### src/rtl/stream_sweep_controller.sv
// D2Q9 streaming-pass sequencer: walks every lattice node in raster order, reads its nine
// distributions from the source lattice and scatters them to the streaming_unit destinations.
module stream_sweep_controller #(
  parameter int GRID_X        = 16,
  parameter int GRID_Y        = 16,
  parameter int GRID_DIM      = GRID_X * GRID_Y,
  parameter int ADDRESS_WIDTH = $clog2(GRID_DIM) + 1,
  parameter int NODE_AW       = $clog2(GRID_DIM),
  parameter int DATA_WIDTH    = 16
) (
  input  logic                            clk,
  input  logic                            rst_n,
  input  logic                            start,
  output logic                            busy,
  output logic                            done,
  output logic signed [ADDRESS_WIDTH-1:0] x,
  output logic signed [ADDRESS_WIDTH-1:0] y,
  input  logic [9*ADDRESS_WIDTH-1:0]      write_addresses,
  output logic                            rd_en,
  output logic [NODE_AW-1:0]              rd_addr,
  input  logic [9*DATA_WIDTH-1:0]         rd_data,
  output logic                            wr_en,
  input  logic                            wr_ready,
  output logic [3:0]                      wr_dir,
  output logic [NODE_AW-1:0]              wr_addr,
  output logic [DATA_WIDTH-1:0]           wr_data
);

  typedef enum logic [2:0] {
    S_IDLE  = 3'd0,
    S_READ  = 3'd1,
    S_WAIT  = 3'd2,
    S_WRITE = 3'd3,
    S_DONE  = 3'd4
  } state_t;

  localparam logic signed [ADDRESS_WIDTH-1:0] X_LAST     = ADDRESS_WIDTH'(GRID_X - 1);
  localparam logic signed [ADDRESS_WIDTH-1:0] Y_LAST     = ADDRESS_WIDTH'(GRID_Y - 1);
  localparam logic signed [ADDRESS_WIDTH-1:0] COORD_ZERO = {ADDRESS_WIDTH{1'b0}};
  localparam logic signed [ADDRESS_WIDTH-1:0] COORD_ONE  = {{(ADDRESS_WIDTH-1){1'b0}}, 1'b1};
  localparam logic [NODE_AW-1:0]              NODE_ZERO  = {NODE_AW{1'b0}};
  localparam logic [NODE_AW-1:0]              NODE_ONE   = {{(NODE_AW-1){1'b0}}, 1'b1};
  localparam logic [DATA_WIDTH-1:0]           DATA_ZERO  = {DATA_WIDTH{1'b0}};

  state_t                            state_r, state_next_s;
  logic signed [ADDRESS_WIDTH-1:0]   x_r, y_r, x_next_s, y_next_s;
  logic [NODE_AW-1:0]                node_r, node_next_s;
  logic [3:0]                        dir_r, dir_next_s;
  logic [DATA_WIDTH-1:0]             data_buf_r [9];
  logic [NODE_AW-1:0]                addr_buf_r [9];
  logic [DATA_WIDTH-1:0]             data_slice_s [9];
  logic [NODE_AW-1:0]                addr_slice_s [9];
  logic [8:0]                        addr_hi_unused_s;
  logic                              busy_next_s, done_next_s, rd_en_next_s, wr_en_next_s;
  logic [NODE_AW-1:0]                rd_addr_next_s, wr_addr_next_s;
  logic [3:0]                        wr_dir_next_s;
  logic [DATA_WIDTH-1:0]             wr_data_next_s;

  // Split the packed per-direction buses; address slices beyond NODE_AW are deliberately ignored.
  always_comb begin
    for (int i = 0; i < 9; i++) begin
      data_slice_s[i]     = rd_data[i*DATA_WIDTH +: DATA_WIDTH];
      addr_slice_s[i]     = write_addresses[i*ADDRESS_WIDTH +: NODE_AW];
      addr_hi_unused_s[i] = ^write_addresses[i*ADDRESS_WIDTH+NODE_AW +: ADDRESS_WIDTH-NODE_AW];
    end
  end

  // Next-state, node/direction counters and the next value of every registered output.
  always_comb begin
    state_next_s = state_r;
    x_next_s     = x_r;
    y_next_s     = y_r;
    node_next_s  = node_r;
    dir_next_s   = dir_r;
    case (state_r)
      S_IDLE: begin
        if (start) begin
          state_next_s = S_READ;
          x_next_s     = COORD_ZERO;
          y_next_s     = COORD_ZERO;
          node_next_s  = NODE_ZERO;
        end else begin
          state_next_s = S_IDLE;
        end
      end
      S_READ: state_next_s = S_WAIT;
      S_WAIT: begin
        state_next_s = S_WRITE;
        dir_next_s   = 4'd0;
      end
      S_WRITE: begin
        if (wr_en && wr_ready) begin
          if (dir_r == 4'd8) begin
            dir_next_s = 4'd0;
            if ((x_r == X_LAST) && (y_r == Y_LAST)) begin
              state_next_s = S_DONE;
              x_next_s     = COORD_ZERO;
              y_next_s     = COORD_ZERO;
              node_next_s  = NODE_ZERO;
            end else begin
              state_next_s = S_READ;
              node_next_s  = node_r + NODE_ONE;
              if (x_r == X_LAST) begin
                x_next_s = COORD_ZERO;
                y_next_s = y_r + COORD_ONE;
              end else begin
                x_next_s = x_r + COORD_ONE;
              end
            end
          end else begin
            dir_next_s = dir_r + 4'd1;
          end
        end else begin
          state_next_s = S_WRITE;
        end
      end
      S_DONE:  state_next_s = S_IDLE;
      default: state_next_s = S_IDLE;
    endcase

    busy_next_s    = (state_next_s == S_READ) || (state_next_s == S_WAIT) || (state_next_s == S_WRITE);
    done_next_s    = (state_next_s == S_DONE);
    rd_en_next_s   = (state_next_s == S_READ);
    rd_addr_next_s = (state_next_s == S_READ) ? node_next_s : NODE_ZERO;
    wr_en_next_s   = (state_next_s == S_WRITE);
    // Entering WRITE, the buffers are only being loaded on this edge, so dir 0 comes straight off the buses.
    if (state_next_s == S_WRITE) begin
      wr_dir_next_s = dir_next_s;
      if (state_r == S_WAIT) begin
        wr_addr_next_s = addr_slice_s[0];
        wr_data_next_s = data_slice_s[0];
      end else begin
        wr_addr_next_s = addr_buf_r[dir_next_s];
        wr_data_next_s = data_buf_r[dir_next_s];
      end
    end else begin
      wr_dir_next_s  = 4'd0;
      wr_addr_next_s = NODE_ZERO;
      wr_data_next_s = DATA_ZERO;
    end
  end

  // State, coordinates and registered outputs.
  always_ff @(posedge clk or negedge rst_n) begin
    if (!rst_n) begin
      state_r <= S_IDLE;
      x_r     <= COORD_ZERO;
      y_r     <= COORD_ZERO;
      node_r  <= NODE_ZERO;
      dir_r   <= 4'd0;
      busy    <= 1'b0;
      done    <= 1'b0;
      rd_en   <= 1'b0;
      rd_addr <= NODE_ZERO;
      wr_en   <= 1'b0;
      wr_dir  <= 4'd0;
      wr_addr <= NODE_ZERO;
      wr_data <= DATA_ZERO;
    end else begin
      state_r <= state_next_s;
      x_r     <= x_next_s;
      y_r     <= y_next_s;
      node_r  <= node_next_s;
      dir_r   <= dir_next_s;
      busy    <= busy_next_s;
      done    <= done_next_s;
      rd_en   <= rd_en_next_s;
      rd_addr <= rd_addr_next_s;
      wr_en   <= wr_en_next_s;
      wr_dir  <= wr_dir_next_s;
      wr_addr <= wr_addr_next_s;
      wr_data <= wr_data_next_s;
    end
  end

  // Node snapshot taken at the end of WAIT; later movement on the input buses cannot disturb pending writes.
  always_ff @(posedge clk or negedge rst_n) begin
    if (!rst_n) begin
      for (int i = 0; i < 9; i++) begin
        data_buf_r[i] <= DATA_ZERO;
        addr_buf_r[i] <= NODE_ZERO;
      end
    end else if (state_r == S_WAIT) begin
      for (int i = 0; i < 9; i++) begin
        data_buf_r[i] <= data_slice_s[i];
        addr_buf_r[i] <= addr_slice_s[i];
      end
    end else begin
      for (int i = 0; i < 9; i++) begin
        data_buf_r[i] <= data_buf_r[i];
        addr_buf_r[i] <= addr_buf_r[i];
      end
    end
  end

  assign x = x_r;
  assign y = y_r;

endmodule

### config.mk
export PLATFORM = sky130hd
export DESIGN_NAME = stream_sweep_controller
export DESIGN_NICKNAME = d
export VERILOG_FILES = /design/src/rtl/stream_sweep_controller.sv
export SDC_FILE = /design/constraint.sdc
export NUM_CORES = 1
export LEC_CHECK = 0
export CAP_MARGIN = 25
export CORE_AREA = 3 3 209 170
export DETAILED_ROUTE_END_ITERATION = 12
export DIE_AREA = 0 0 212 173
export GPL_ROUTABILITY_DRIVEN = 0
export PLACE_DENSITY = 0.75
export SETUP_SLACK_MARGIN = 0.4
export SLEW_MARGIN = 30
export SYNTH_ARGS = -nofsm -noshare
export SYNTH_HDL_FRONTEND = slang
export SYNTH_SLANG_ARGS = --single-unit
### constraint.sdc
create_clock -name clk -period 3.4 [get_ports clk]
set_input_delay 0.51 -clock clk [delete_from_list [all_inputs] [get_ports clk]]
set_output_delay 0.51 -clock clk [all_outputs]
set_load 0.02 [all_outputs]
==> qor.tcl <==
set qor(clock_sinks) 289
set qor(syn-num-nets) 1792
set qor(timing.critical_path.max_delay_family) {simple AND/OR/NAND/NOR gates}
set qor(postLayoutCoreUtil_pct) 52.92
set qor(total_of_max_cap_violations) 0
set qor(finalHoldViolations) 0
set qor(asyncSetResetFlopFracSynth_pct) 100.0
set qor(rsz_0062_raised_after_global_routing) {no}
set qor(average_detailed_routed_wire_length_per_instance_um) 18.74
set qor(crit_path_top_delay_cell) {or4_4}
set qor(grt_start_max_net_pins) 217
set qor(synthFlopType) {dfrtp_1}
set qor(finalMaxSlewViolations) 0
set qor(detailroute.via_count) 12080
set qor(tritoncts_clock_tree) {done}
set qor(via_per_inst) 5.339
set qor(drt_iter0_drc) 927
set qor(drc) 0
set qor(synth_cell_type_count) 68
set qor(power.ir.vdd_worst_uv) 472.3
set qor(cp_cell_sequence) {inv_1 -> ha_1 -> and3b_4 -> or4_4 -> buf_4 -> nand3_2 -> nand3_1 -> a32oi_1 -> nand3_1}
set qor(clock-skew-final_ps) 18.15
set qor(slew_headroom_pct) 10.57
set qor(synth.avg_cell_area_um2) 8.589
set qor(path_clk_slew_ps) 60
set qor(fin_tns_setup_ps) 0
set qor(synth_seq_area_share_pct) 54.04
set qor(grt.total_usage_pct) 22.59
set qor(status) {finished, final reports clean}
set qor(multi_input_comb_area_um2) 5703
set qor(synth.ff_latch_count) 289
set qor(post-place-cells) 2203
set qor(setup-violations-final) 0
set qor(period_needed_ps) 2872
set qor(clk_root_buffer_cell) {clkbuf_16}
set qor(dieArea_um2) 36680
set qor(ant_nets) 0
set qor(cpMostUsedCell) {nand3_1}
set qor(clock_path_buffers) 3
set qor(layoutNonFillerInstCount) 2263
set qor(critical_path.startpoint_type) {flop}
set qor(initial_utilization_pct) 39.88
set qor(finalWorstSetupSlack_ps) 528.4
set qor(hold_path.class) {in2reg}
set qor(port-buffer-count) 277
set qor(critical_path.max_fanout) 38
set qor(grt_pass1_vias) 12090
set qor(area.sequential_um2) 7233
set qor(final_hold_slack_ps) 447.2
set qor(htree_num_levels) 1
set qor(global_route_wire_length_before_repair_um) 66630
set qor(synth_cell_area_um2) 13380
set qor(fin_area_um2) 17760
set qor(yosys_warnings) 0
set qor(worstPathArrival_ps) 3320
set qor(dp_worst_setup_slack_ps) 360.3
set qor(postPlaceCellArea_um2) 16650
set qor(min_period_over_period_pct) 84.46
set qor(drt_pass1_iterations) 5
set qor(tritoncts.num_buffers) 31
set qor(detail_route.wirelength_um) 42410
set qor(floorplan.io_pins) 287
set qor(final_net_count) 2037
set qor(worst_path_largest_cell_delay_ps) 490
set qor(power.static_leakage_nw) 8.373
set qor(clk-insertion-delay-late_ps) 580
set qor(fillerInstances) 3030
set qor(slew_worst_pin_ps) 1341
set qor(placeableCoreArea_um2) 33560
set qor(layout-area-overhead-vs-synth_pct) 32.72
set qor(power.density_nw_per_um2) 930.1
set qor(drive_gt1_share_pct) 8.698
set qor(hpwlAfterDp_um) 28340
set qor(antenna_found_initial) 3
set qor(design_power_total_mw) 16.52
set qor(worstSetupEndpointType) {flop}
set qor(globalRoute.totalOverflow) 0
set qor(chipHeight_um) 173
set qor(worstPathBufferInverterCount) 2
set qor(achievable-frequency_mhz) 348.2
set qor(fp-row-count) 60
set qor(post_synth_inst_count) 1558
set qor(crit_type) {reg2reg}
set qor(die-width_um) 212
set qor(number_of_synthesized_flops_with_an_enable_pin) 0
set qor(critical_path_required_ps) 3850
cells in the mapped netlist (6+ instances only):
cell type	instances	area share [%]
nand2_1	673	19
dfrtp_1	289	54
nand3_1	146	5.5
o21ai_0	94	3.5
clkbuf_1	67	1.9
nor2_1	36	1.0
buf_2	24	0.90
mux2_2	24	2.0
a32oi_1	22	1.4
o211ai_1	22	1.2
and3_1	19	0.89
nand3_2	18	1.3
a21oi_1	12	0.45
and2_1	7	0.33
a211oi_1	6	0.34
a21o_1	6	0.34
o21ai_1	6	0.22
sequential cells by signal (all words and copies together), names as in the netlist:
register and count:
addr_buf_r 72, busy 1, data_buf_r 144, dir_r 4, done 1, node_r 8
rd_addr 8, rd_en 1, state_r 3, wr_addr 8, wr_data 16, wr_dir 4
wr_en 1, x 9, y 9
power by group:
part	switching (mW)	internal, mW
sequential	0.928	5.05
combinational	4.13	2.85
clock	1.45	2.11
cells in the final DEF, fill, tap and decap left out, drive strengths merged, types with 2 or more instances in the layout:
master and instances:
nand2 674, dfrtp 289, clkdlybuf4s50 276, nand3 164, o21ai 102, clkbuf 45
buf 39, nor2 38, mux2 24, o211ai 22, a32oi 22, and3 19
a21oi 12, clkinv 8, inv 8, and2 7, a211oi 6, a21o 6
ha 5, xnor2 4, or4 4, nand4 3, nand2b 3, bufinv 3
nor4 3, nor3 3, o31ai 2, a22o 2, a21boi 2, o21a 2
o32ai 2, xor2 2, or2 2, nand3b 2, and3b 2, or3b 2
a2bb2oi 2
worst register-to-register path: cells and delay by family (launching register included):
family                     cells  cell delay [ps]
AOI/OAI and AO/OA              1              460
adders and majority gates      1              240
and+or+nand+nor                5             1140
DFF                            1              460
buffers and inverters          2              430
path summary, 6_finish.rpt:
path                                      from        endpoint  slack [ps]  cells past startpoint
max reg2reg                           dir_r[0]      wr_data[5]         530                      9
min in group asynchronous                rst_n  addr_buf_r[17]         510                      2
min                        write_addresses[50]  addr_buf_r[29]         450                      3
min reg2reg                     addr_buf_r[70]  addr_buf_r[70]         470                      2
max                                   dir_r[0]      wr_data[5]         530                      9
max in group asynchronous                rst_n  data_buf_r[37]        2040                      3
kinds of logic after synthesis:
family / Yosys count / share of synthesized area (%)
DFF: 289 / 54.04
buffers and inverters: 111 / 3.759
muxes: 25 / 2.094
AOI/OAI and AO/OA: 188 / 8.985
and+or+nand+nor: 934 / 30.26
xor gates and xnor gates: 6 / 0.3927
adders and majority gates: 5 / 0.4675
layer usage:
layer | up-vias | part of all wire, % | global-route usage [%]
met3 | 64 | 7.7 | 4.535
met4 | 4 | 2.4 | 5.886
li1 | 5666 | - | -
met5 | - | 0.040 | 0
met1 | 5855 | 44 | 32.21
met2 | 493 | 46 | 35.32
area by class of cell:
class	instances	share of cell area, %
Inverter	7	0.1480
Clock inverter	13	0.9511
Antenna cell	1	0.01409
Clock buffer	45	5.171
Tap cell	434	3.058
Sequential cell	289	40.73
Multi-Input combinational cell	1158	32.11
Timing Repair Buffer	316	17.82
repair_timing:
item / 4_1_cts / 5_1_grt
hold endpoints to repair: 81 / 0
hold buffers: 1 / 0
setup endpoints to repair: 0 / 3
resized for setup: 0 / 2
setup buffers: 0 / 0
No activity file was read; power rests on OpenSTA's default activity.
